--- src/rtl/axil_ibus_dbus_arbiter.sv ---
// Two-into-one AXI4-Lite arbiter: port 0 is the read-only instruction bus,
// port 1 the read/write data bus. One transaction is in flight at a time,
// with round-robin selection between the ports and responses routed back
// to the granted port.
module axil_ibus_dbus_arbiter #(
  parameter int ADDR_WIDTH = 32,
  parameter int DATA_WIDTH = 32,
  parameter int STRB_WIDTH = DATA_WIDTH / 8
) (
  input  logic                  clk,
  input  logic                  rst,

  input  logic [ADDR_WIDTH-1:0] s0_axil_araddr,
  input  logic [2:0]            s0_axil_arprot,
  input  logic                  s0_axil_arvalid,
  output logic                  s0_axil_arready,
  output logic [DATA_WIDTH-1:0] s0_axil_rdata,
  output logic [1:0]            s0_axil_rresp,
  output logic                  s0_axil_rvalid,
  input  logic                  s0_axil_rready,

  input  logic [ADDR_WIDTH-1:0] s1_axil_awaddr,
  input  logic [2:0]            s1_axil_awprot,
  input  logic                  s1_axil_awvalid,
  output logic                  s1_axil_awready,
  input  logic [DATA_WIDTH-1:0] s1_axil_wdata,
  input  logic [STRB_WIDTH-1:0] s1_axil_wstrb,
  input  logic                  s1_axil_wvalid,
  output logic                  s1_axil_wready,
  output logic [1:0]            s1_axil_bresp,
  output logic                  s1_axil_bvalid,
  input  logic                  s1_axil_bready,
  input  logic [ADDR_WIDTH-1:0] s1_axil_araddr,
  input  logic [2:0]            s1_axil_arprot,
  input  logic                  s1_axil_arvalid,
  output logic                  s1_axil_arready,
  output logic [DATA_WIDTH-1:0] s1_axil_rdata,
  output logic [1:0]            s1_axil_rresp,
  output logic                  s1_axil_rvalid,
  input  logic                  s1_axil_rready,

  output logic [ADDR_WIDTH-1:0] m_axil_awaddr,
  output logic [2:0]            m_axil_awprot,
  output logic                  m_axil_awvalid,
  input  logic                  m_axil_awready,
  output logic [DATA_WIDTH-1:0] m_axil_wdata,
  output logic [STRB_WIDTH-1:0] m_axil_wstrb,
  output logic                  m_axil_wvalid,
  input  logic                  m_axil_wready,
  input  logic [1:0]            m_axil_bresp,
  input  logic                  m_axil_bvalid,
  output logic                  m_axil_bready,
  output logic [ADDR_WIDTH-1:0] m_axil_araddr,
  output logic [2:0]            m_axil_arprot,
  output logic                  m_axil_arvalid,
  input  logic                  m_axil_arready,
  input  logic [DATA_WIDTH-1:0] m_axil_rdata,
  input  logic [1:0]            m_axil_rresp,
  input  logic                  m_axil_rvalid,
  output logic                  m_axil_rready
);

  typedef enum logic [2:0] {
    IDLE,
    RD_ADDR,
    RD_RESP,
    WR_ADDR,
    WR_RESP
  } state_e;

  state_e state_q;
  logic   gnt_q;       // port owning the current transaction
  logic   last_gnt_q;  // port granted most recently
  logic   aw_done_q;
  logic   w_done_q;

  logic req0, req1, win;
  logic ar_hs, r_hs, aw_hs, w_hs, b_hs;

  // Response payloads are unregistered; they only matter under their valid.
  assign s0_axil_rdata = m_axil_rdata;
  assign s0_axil_rresp = m_axil_rresp;
  assign s1_axil_rdata = m_axil_rdata;
  assign s1_axil_rresp = m_axil_rresp;
  assign s1_axil_bresp = m_axil_bresp;

  assign ar_hs = m_axil_arvalid & m_axil_arready;
  assign r_hs  = m_axil_rvalid  & m_axil_rready;
  assign aw_hs = m_axil_awvalid & m_axil_awready;
  assign w_hs  = m_axil_wvalid  & m_axil_wready;
  assign b_hs  = m_axil_bvalid  & m_axil_bready;

  // Round-robin pick: on a tie the port that was not granted last wins.
  always_comb begin
    req0 = s0_axil_arvalid;
    req1 = s1_axil_awvalid | s1_axil_arvalid;
    win  = (req0 & req1) ? ~last_gnt_q : req1;
  end

  // Transaction sequencing, grant registration and write-channel tracking.
  always_ff @(posedge clk) begin
    if (rst) begin
      state_q    <= IDLE;
      gnt_q      <= 1'b0;
      last_gnt_q <= 1'b1;
      aw_done_q  <= 1'b0;
      w_done_q   <= 1'b0;
    end else begin
      unique case (state_q)
        IDLE: begin
          if (req0 | req1) begin
            gnt_q      <= win;
            last_gnt_q <= win;
            state_q    <= (win & s1_axil_awvalid) ? WR_ADDR : RD_ADDR;
          end
        end
        RD_ADDR: if (ar_hs) state_q <= RD_RESP;
        RD_RESP: if (r_hs)  state_q <= IDLE;
        WR_ADDR: begin
          if ((aw_done_q | aw_hs) & (w_done_q | w_hs)) begin
            state_q   <= WR_RESP;
            aw_done_q <= 1'b0;
            w_done_q  <= 1'b0;
          end else begin
            if (aw_hs) aw_done_q <= 1'b1;
            if (w_hs)  w_done_q  <= 1'b1;
          end
        end
        WR_RESP: if (b_hs) state_q <= IDLE;
        default: state_q <= IDLE;
      endcase
    end
  end

  // Combinational routing of the granted port; reset forces every
  // handshake signal low even while the state register still holds a
  // mid-transaction value.
  always_comb begin
    s0_axil_arready = 1'b0;
    s0_axil_rvalid  = 1'b0;
    s1_axil_awready = 1'b0;
    s1_axil_wready  = 1'b0;
    s1_axil_bvalid  = 1'b0;
    s1_axil_arready = 1'b0;
    s1_axil_rvalid  = 1'b0;
    m_axil_awaddr   = '0;
    m_axil_awprot   = '0;
    m_axil_awvalid  = 1'b0;
    m_axil_wdata    = '0;
    m_axil_wstrb    = '0;
    m_axil_wvalid   = 1'b0;
    m_axil_bready   = 1'b0;
    m_axil_araddr   = '0;
    m_axil_arprot   = '0;
    m_axil_arvalid  = 1'b0;
    m_axil_rready   = 1'b0;
    if (!rst) begin
      case (state_q)
        RD_ADDR, RD_RESP: begin
          m_axil_araddr = gnt_q ? s1_axil_araddr : s0_axil_araddr;
          m_axil_arprot = gnt_q ? s1_axil_arprot : s0_axil_arprot;
          if (state_q == RD_ADDR) begin
            m_axil_arvalid = gnt_q ? s1_axil_arvalid : s0_axil_arvalid;
            if (gnt_q) s1_axil_arready = m_axil_arready;
            else       s0_axil_arready = m_axil_arready;
          end else begin
            m_axil_rready = gnt_q ? s1_axil_rready : s0_axil_rready;
            if (gnt_q) s1_axil_rvalid = m_axil_rvalid;
            else       s0_axil_rvalid = m_axil_rvalid;
          end
        end
        WR_ADDR, WR_RESP: begin
          m_axil_awaddr = s1_axil_awaddr;
          m_axil_awprot = s1_axil_awprot;
          m_axil_wdata  = s1_axil_wdata;
          m_axil_wstrb  = s1_axil_wstrb;
          if (state_q == WR_ADDR) begin
            m_axil_awvalid  = s1_axil_awvalid & ~aw_done_q;
            s1_axil_awready = m_axil_awready  & ~aw_done_q;
            m_axil_wvalid   = s1_axil_wvalid  & ~w_done_q;
            s1_axil_wready  = m_axil_wready   & ~w_done_q;
          end else begin
            s1_axil_bvalid = m_axil_bvalid;
            m_axil_bready  = s1_axil_bready;
          end
        end
        default: ;
      endcase
    end
  end

endmodule

--- config.mk ---
export PLATFORM = sky130hd
export DESIGN_NAME = axil_ibus_dbus_arbiter
export DESIGN_NICKNAME = d
export VERILOG_FILES = /design/src/rtl/axil_ibus_dbus_arbiter.sv
export SDC_FILE = /design/constraint.sdc
export NUM_CORES = 1
export LEC_CHECK = 0
export BUFFER_PORTS_ARGS = -buffer_cell sky130_fd_sc_hd__clkbuf_2
export CAP_MARGIN = 10
export CORE_AREA = 5 5 145 147
export CTS_BUF_LIST = sky130_fd_sc_hd__clkbuf_2 sky130_fd_sc_hd__clkbuf_4 sky130_fd_sc_hd__clkbuf_8
export CTS_CLUSTER_SIZE = 30
export DETAILED_ROUTE_END_ITERATION = 7
export DIE_AREA = 0 0 150 152
export PLACE_DENSITY_LB_ADDON = 0.08
export SYNTH_ARGS = -nofsm -noshare
export SYNTH_HDL_FRONTEND = slang
export SYNTH_SLANG_ARGS = --single-unit
export TNS_END_PERCENT = 100
--- constraint.sdc ---
create_clock -name clk -period 4.25 [get_ports clk]
set_input_delay 0.2125 -clock clk [delete_from_list [all_inputs] [get_ports clk]]
set_output_delay 0.2125 -clock clk [all_outputs]
set_load 0.01 [all_outputs]
Word level (Yosys, flattened, before mapping)

Cells that the tools add are included.

Logic and storage cells: 110
Bits in registers: 7
Bits of input ports: 191

Reduce and logical (&&, ||, !) cells: 9
Bitwise gates (word level): 19
Muxes and demuxes: 68
Eq/ne operators: 9

Operators with widths:

| kind                                                                  | count |
|---|---|
| 32-bit 2-to-1 mux                                                     | 7 |
| 1-bit 2-to-1 mux                                                      | 47 |
| 3-bit 2-to-1 mux                                                      | 10 |
| 3-bit case mux with 5 select lines                                    | 1 |
| 1-bit AND                                                             | 12 |
| 2-bit != test, second input constant                                  | 5 |
| 4-bit 2-to-1 mux                                                      | 2 |
| 3-bit by 2-bit equality test with 1-bit output, second input constant | 2 |
| 2-bit AND reduction                                                   | 3 |
| 5-bit AND reduction                                                   | 1 |
| 1-bit bitwise OR                                                      | 4 |
| 2-bit nonzero test                                                    | 2 |
| 2-bit OR reduction                                                    | 2 |
| 3-bit by 1-bit equality test with 1-bit output, second input constant | 1 |
| 3-bit equality test, second input constant                            | 1 |
| 3-bit zero test                                                       | 1 |
| 1-bit NOT                                                             | 3 |
| 2-bit 2-to-1 mux                                                      | 1 |

Longest topological paths before layout

Gate-level depths: netlist of the first run.

Word-level depth: 10
Depth in mapped cells: 5

Worst setup path before layout of the first run

No wires, ideal clock.

Kind: flip-flop to output port
From: register gnt_q
To: output s1_axil_arready
Buffers on the path: 3
Path slack: 2.627 ns
Arrival: 1.411 ns
Cell stages (with the launch flop): 6
Path through: dfxtp_1 > clkbuf_1 > buf_2 > buf_2 > inv_1 > nor3_1

Longest elaborated chain between the ends: 4

Ends and longest elaborated chain:

| item                     | RTL line | source |
|---|---|---|
| start: declaration       | 72       | `logic gnt_q;` |
| start signal: assignment | 112      | `gnt_q <= win;` |
| 1-bit 2-to-1 mux         | 164      | `if (gnt_q) s1_axil_arready = m_axil_arready;` |
| 1-bit 2-to-1 mux         | 162      | `if (state_q == RD_ADDR) begin` |
| 1-bit 2-to-1 mux         | 158      | `case (state_q)` |
| 1-bit 2-to-1 mux         | 157      | `if (!rst) begin` |
| end: declaration         | 36       | `output logic s1_axil_arready,` |

No other way between the ends.

Final worst setup path of the first run

From: register state_q[2]
To: output m_axil_wdata[14]

Longest elaborated chain between the ends: 4
Elaborated cells between the ends (all ways): 5

Ends and longest elaborated chain:

| item                                                                                         | RTL line | source |
|---|---|---|
| start: declaration                                                                           | 71       | `state_e state_q;` |
| start signal: assignment                                                                     | 114      | `state_q <= (win & s1_axil_awvalid) ? WR_ADDR : RD_ADDR;` |
| 3-bit by 2-bit equality test with 1-bit output / 3-bit equality test (equally long branches) | 158      |  |
| 2-bit OR reduction *                                                                         | 158      |  |
| 32-bit 2-to-1 mux *                                                                          | 158      |  |
| 32-bit 2-to-1 mux *                                                                          | 157      |  |
| end: declaration                                                                             | 46       | `output logic [DATA_WIDTH-1:0] m_axil_wdata,` |

Mark *: on every way between the ends. The rest lies on a longest branch, timed or not.

==> flow_summary.json, run 1 <==
{
  "holdPathStages": 3,
  "fin_setup_tns_ns": 0,
  "yosysMostFrequentCell": "and2_1",
  "crit_arrival_ns": 2.39,
  "cts-root-buf": "clkbuf_8",
  "routed-via-count": 2688,
  "path_class": "reg -> out",
  "place_ws_ns": 1.852,
  "synth_top_family_by_area": "simple AND/OR/NAND/NOR gates",
  "p_seq_share_pct": 14.9,
  "yosysTopAreaCell": "buf_4",
  "rsz0062_at_grt": "no",
  "crit_chain": "nor3b_2 > o21a_2 > and2_1 > clkbuf_2",
  "synth_flop_cell": "dfxtp_1",
  "clk_latency_ns": 0.23,
  "vdd_drop_max_mv": 0.08693,
  "critPathLaunchType": "flip-flop",
  "synth_xor_area_share_pct": 0,
  "slowest_delay_ns": 0.84,
  "status": "completed",
  "setup-violations-final": 0,
  "synth_edf_count": 0,
  "instances_no_fill": 760,
  "die_x_um": 150,
  "worst-path-stages": 4,
  "path_delay_family": "compound AO/OA/AOI/OAI gates",
  "hp-class": "in -> reg",
  "nNetsFinal": 682,
  "gp_congestion": 0.7652,
  "floorplan.initialDensity_pct": 10.25,
  "dr.pass1.iters": 4,
  "antenna_found_initial": 0,
  "grt_max_degree": 72,
  "clock_sinks": 7,
  "fin_crit_ns": 2.601,
  "synth_nets": 490,
  "die_area_um2": 22800,
  "yosys.area_share.adder_pct": 0,
  "finalWorstSetupSlack_ns": 1.649,
  "max-clock-path-buffers": 2,
  "postCtsResizedCells": 0,
  "p_leak_nw": 1.779,
  "ios": 379,
  "maxSlewViolCount": 0,
  "finalCritPeriodShare_pct": 61.19,
  "ys.warnings.count": 0,
  "synth.area.mux_share_pct": 18.26,
  "yosys.area_share.simple_pct": 38.99,
  "htreeDepth": 1,
  "synth_top_cells_by_count": "and2_1 (71), buf_4 (70), nor2_1 (39), mux2i_1 (37), clkbuf_1 (14)",
  "core_um2": 19780,
  "drv_cap": 0,
  "cts_buffers": 3,
  "drc": 0,
  "synth_top_area_share_pct": 25.91,
  "r2r_cells": 4,
  "end_kind": "output pin",
  "switchingPower_w": 0.0004166,
  "crit_required_ns": 4.04,
  "rrSetupSlack_ns": 2.74,
  "async_reset_ff_share_pct": 0,
  "drt_iter0_drc": 34,
  "die_h_um": 152,
  "synth-seq-cells": 7,
  "drive_gt1_share_pct": 57.76,
  "place_hpwl_um": 10610,
  "syn_area_per_cell_um2": 6.783,
  "ant_nets": 0,
  "postCtsSetupRepairBufs": 0,
  "postCtsHoldBufs": 0,
  "synth-compound-area-share_pct": 6.107,
  "cp_slowest_cell": "o21a_2",
  "crit_path_start": "state_q[2]",
  "antenna-diode-count": 0,
  "placed_area_um2": 3157,
  "grt_pass1_wl_um": 16550,
  "syn_area_um2": 2028,
  "via_per_inst": 3.537,
  "portBuffers": 272,
  "crit_end": "m_axil_wdata[14]",
  "synth_seq_area_share_pct": 6.909,
  "cp_num_buf_inv": 1,
  "clkTransAtPathRegs_ns": 0.05,
  "cts_tree": "done",
  "fin_area_um2": 3206,
  "hold_violations": 0,
  "synthDistinctLibCells": 29,
  "slew_headroom_pct": 37.70,
  "dp.cells": 756,
  "r2r-start": "state_q[0]",
  "path_max_fanout": 71,
  "area_growth_pct": 58.05,
  "track_usage_pct": 9.466,
  "fmax_ghz": 0.3845,
  "worst_pin_slew_ns": 0.9344,
  "r2r-end": "state_q[2]",
  "wire_per_inst_um": 15.54,
  "first_global_vias": 2869,
  "final.setup_skew_ns": 0.004333,
  "p_int_w": 0.0004324,
  "synth_cells": 299,
  "p_clk_share_pct": 12.2,
  "grt_remaining_overflow": 0,
  "synthTopCellsByArea": "buf_4 (26%), and2_1 (22%), mux2i_1 (18%), nor2_1 (7.2%), dfxtp_1 (6.9%)",
  "combPwrFrac_pct": 72.9,
  "p_per_area_nw_per_um2": 264.9,
  "std_cell_rows": 52,
  "switching_share_pct": 49.07,
  "routed_wl_um": 11810
}
-- per-layer routing --
| metal | share of wire [%] | track usage, % | vias up | wire length, um |
|---|---|---|---|---|
| met5 | 0 | 0 | - | 0 |
| met4 | 0.64 | 1.569 | 0 | 76 |
| met3 | 16 | 5.302 | 8 | 1904 |
| met2 | 52 | 19.01 | 236 | 6194 |
| met1 | 31 | 8.019 | 1160 | 3633 |
| li1 | - | - | 1284 | - |
-- placed cells by master, fill, tap and decap left out, drive strengths merged, types with 3 or more instances in the layout --
master,netlist,final
nor2,39,39
clkbuf,14,276
a21oi,4,4
nor3b,3,3
nand2,10,10
o21ai,7,7
and2,71,71
dfxtp,7,7
nand2b,3,3
mux2i,37,37
nor3,8,8
a31oi,6,6
nor4b,4,4
-- logic make-up after synthesis --
family / after synthesis
AND/OR/NAND/NOR: 144
buffers and inverters: 90
multiplexers: 37
AO/OA/AOI/OAI: 21
flip-flops: 7
-- how the worst min path moves through the flow --
stage                  endpoint  slack, ns       startpoint
2_1_floorplan         aw_done_q       0.37  s1_axil_awvalid
3_3_place_gp   s1_axil_bresp[1]       0.43  m_axil_bresp[1]
3_5_place_dp   s1_axil_bresp[1]       0.43  m_axil_bresp[1]
4_1_cts               aw_done_q       0.29   m_axil_awready
5_1_grt               aw_done_q       0.34   m_axil_awready
6_report              aw_done_q       0.30   m_axil_awready
-- registers in the layout, indices dropped and copies added, names as in the netlist --
name and cells:
gnt_q 1, aw_done_q 1, state_q 3, w_done_q 1, last_gnt_q 1
-- power groups by stage --
stage,sequential (W),combinational (W),clock [W]
2_1_floorplan,0.0000993,0.000456,0
4_1_cts,0.000128,0.000638,0.000107
6_report,0.000127,0.000619,0.000103
3_5_place_dp,0.000129,0.000636,0
5_1_grt,0.000133,0.000690,0.000111
3_3_place_gp,0.000127,0.000644,0
-- worst min-delay path: stages --
cell and delay [ns]:
clkbuf_2 0.12, a31oi_1 0.09, nor2_1 0.08
-- per-stage QoR --
stage	util [%]	total power [W]	hold WS [ns]
final	16.21	0.0008490	0.2993
after detailed placement	15.96	0.0007650	0.4251
after global placement	15.96	0.0007712	0.4251
after global routing	16.21	0.0009352	0.3357
after floorplan	-	0.0005552	0.3673
after CTS	16.21	0.0008733	0.2949
-- cell type report --
type,count,area (um^2)
well taps,270,337.8
multi-input cells,202,1290
repair buffers,274,1376
fillers,2358,16570
clock buffers,4,48.80
inverters,3,11.26
flip-flops and latches,7,141.4
Note: power is estimated with default switching activity, not from simulation.
==> run 2, diff against run 1 <==
--- a/config.mk
+++ b/config.mk
@@ -7,11 +7,11 @@
 export LEC_CHECK = 0
 export BUFFER_PORTS_ARGS = -buffer_cell sky130_fd_sc_hd__clkbuf_2
 export CAP_MARGIN = 10
-export CORE_AREA = 5 5 145 147
+export CORE_AREA = 5 5 146 148
 export CTS_BUF_LIST = sky130_fd_sc_hd__clkbuf_2 sky130_fd_sc_hd__clkbuf_4 sky130_fd_sc_hd__clkbuf_8
 export CTS_CLUSTER_SIZE = 30
 export DETAILED_ROUTE_END_ITERATION = 7
-export DIE_AREA = 0 0 150 152
+export DIE_AREA = 0 0 151 153
 export PLACE_DENSITY_LB_ADDON = 0.08
 export SYNTH_ARGS = -nofsm -noshare
 export SYNTH_HDL_FRONTEND = slang
==> constraint.sdc (replaced) <==
create_clock -name clk -period 2.64 [get_ports clk]
set_input_delay 0.132 -clock clk [delete_from_list [all_inputs] [get_ports clk]]
set_output_delay 0.132 -clock clk [all_outputs]
set_load 0.01 [all_outputs]
==> flow_summary.json, run 2 (same netlist as run 1, synthesis figures left out) <==
{
  "die_x_um": 151,
  "postCtsResizedCells": 0,
  "crit_path_start": "state_q[2]",
  "dr.pass1.iters": 4,
  "nNetsFinal": 686,
  "track_usage_pct": 9.458,
  "fin_setup_tns_ns": 0,
  "setup-violations-final": 0,
  "first_global_vias": 2822,
  "fin_util_pct": 16.25,
  "drc": 0,
  "grt_pass1_wl_um": 16540,
  "final_cell_mix": "clkbuf_2 (272), and2_1 (71), nor2_1 (39)",
  "final_common_cell": "clkbuf_2",
  "instances_no_fill": 764,
  "path_class": "reg -> out",
  "die_area_um2": 23100,
  "clock_sinks": 7,
  "r2r-end": "state_q[2]",
  "clkTransAtPathRegs_ns": 0.04,
  "area_growth_pct": 59.53,
  "die_h_um": 153,
  "clk_latency_ns": 0.23,
  "cts_buffers": 3,
  "hp-class": "in -> reg",
  "worst_pin_slew_ns": 1.013,
  "drt_iter0_drc": 57,
  "crit_arrival_ns": 2.22,
  "antenna-diode-count": 0,
  "htreeDepth": 1,
  "p_per_area_nw_per_um2": 427.6,
  "gp_congestion": 0.7333,
  "critPathLaunchType": "flip-flop",
  "p_leak_nw": 1.800,
  "routed_wl_um": 12160,
  "fmax_ghz": 0.4255,
  "gr-usage-met2_pct": 19.46,
  "rrSetupSlack_ns": 1.13,
  "end_kind": "output pin",
  "status": "completed",
  "antenna_found_initial": 0,
  "grtUsageMet1_pct": 7.826,
  "grt-busiest-layer": "met2",
  "fin_crit_ns": 2.350,
  "crit_end": "m_axil_awaddr[3]",
  "drv_cap": 0,
  "core_um2": 19910,
  "ios": 379,
  "grt_util_met3_pct": 5.093,
  "r2r_cells": 4,
  "top_register": "state_q",
  "finalHoldWorstSlack_ns": 0.2226,
  "grt_max_degree": 36,
  "ant_nets": 0,
  "max-clock-path-buffers": 2,
  "wire_per_inst_um": 15.91,
  "drive_gt1_share_pct": 58.10,
  "floorplan.initialDensity_pct": 10.19,
  "postCtsSetupRepairBufs": 0,
  "finalCritPeriodShare_pct": 89.02,
  "dp.cells": 760,
  "rsz0062_at_grt": "no",
  "r2r-start": "state_q[0]",
  "grt_remaining_overflow": 0,
  "final.setup_skew_ns": 0.002672,
  "routed-via-count": 2722,
  "postCtsHoldBufs": 0,
  "slew_headroom_pct": 32.43,
  "crit_required_ns": 2.51,
  "vdd_drop_max_mv": 0.1668,
  "cts-root-buf": "clkbuf_8",
  "largest_reg_flops": 3,
  "path_max_fanout": 35,
  "hold_violations": 0,
  "std_cell_rows": 52,
  "maxSlewViolCount": 0,
  "via_per_inst": 3.563,
  "cts_tree": "done",
  "place_hpwl_um": 11070,
  "portBuffers": 272
}
==> run 2: cell type report <==
type / instances / area (um^2)
fill: 2354 / 16670
tap: 270 / 337.8
clock buffer: 4 / 48.80
sequential: 7 / 141.4
inverter: 3 / 11.26
timing repair buffer: 278 / 1406
multi-input combinational: 202 / 1290
==> run 2: power breakdown <==
group          total [W]  leakage, nW  switching (W)  internal [W]
Clock           0.000166       0.0262      0.0000512      0.000115
Combinational    0.00103         1.72       0.000574      0.000458
Sequential      0.000185       0.0578      0.0000507      0.000134
Total            0.00138         1.80       0.000676      0.000707
==> run 2: worst min-delay path by stage <==
stage                     cells past startpoint       startpoint          endpoint  slack, ns
final                                         3   m_axil_awready         aw_done_q       0.22
after global routing                          3   m_axil_awready         aw_done_q       0.26
after CTS                                     3   m_axil_awready         aw_done_q       0.22
after detailed placement                      0  m_axil_bresp[0]  s1_axil_bresp[0]       0.26
after global placement                        0  m_axil_bresp[0]  s1_axil_bresp[0]       0.26
after floorplan                               2  s1_axil_awvalid         aw_done_q       0.29
==> run 2: per-stage QoR <==
step           total power [W]  instance area, um^2  worst slack (ns)
2_1_floorplan        0.0008938                 2028             1.097
3_3_place_gp          0.001256                 3187            0.4542
5_1_grt               0.001519                 3236           0.05255
3_5_place_dp          0.001242                 3187            0.4637
6_report              0.001383                 3236            0.2899
4_1_cts               0.001417                 3236            0.2151
==> run 2: layer usage <==
layer	routed length, um	up-vias
li1	-	1291
met1	3727	1172
met2	6437	249
met3	1908	10
met4	83	0
met5	0	-
==> run 2: worst max-delay path: stages, from the launching register on <==
cell and delay, ns:
dfxtp_1 0.44, nor3b_2 0.38, o21a_2 0.46, buf_4 0.34, and2_1 0.20, clkbuf_2 0.14
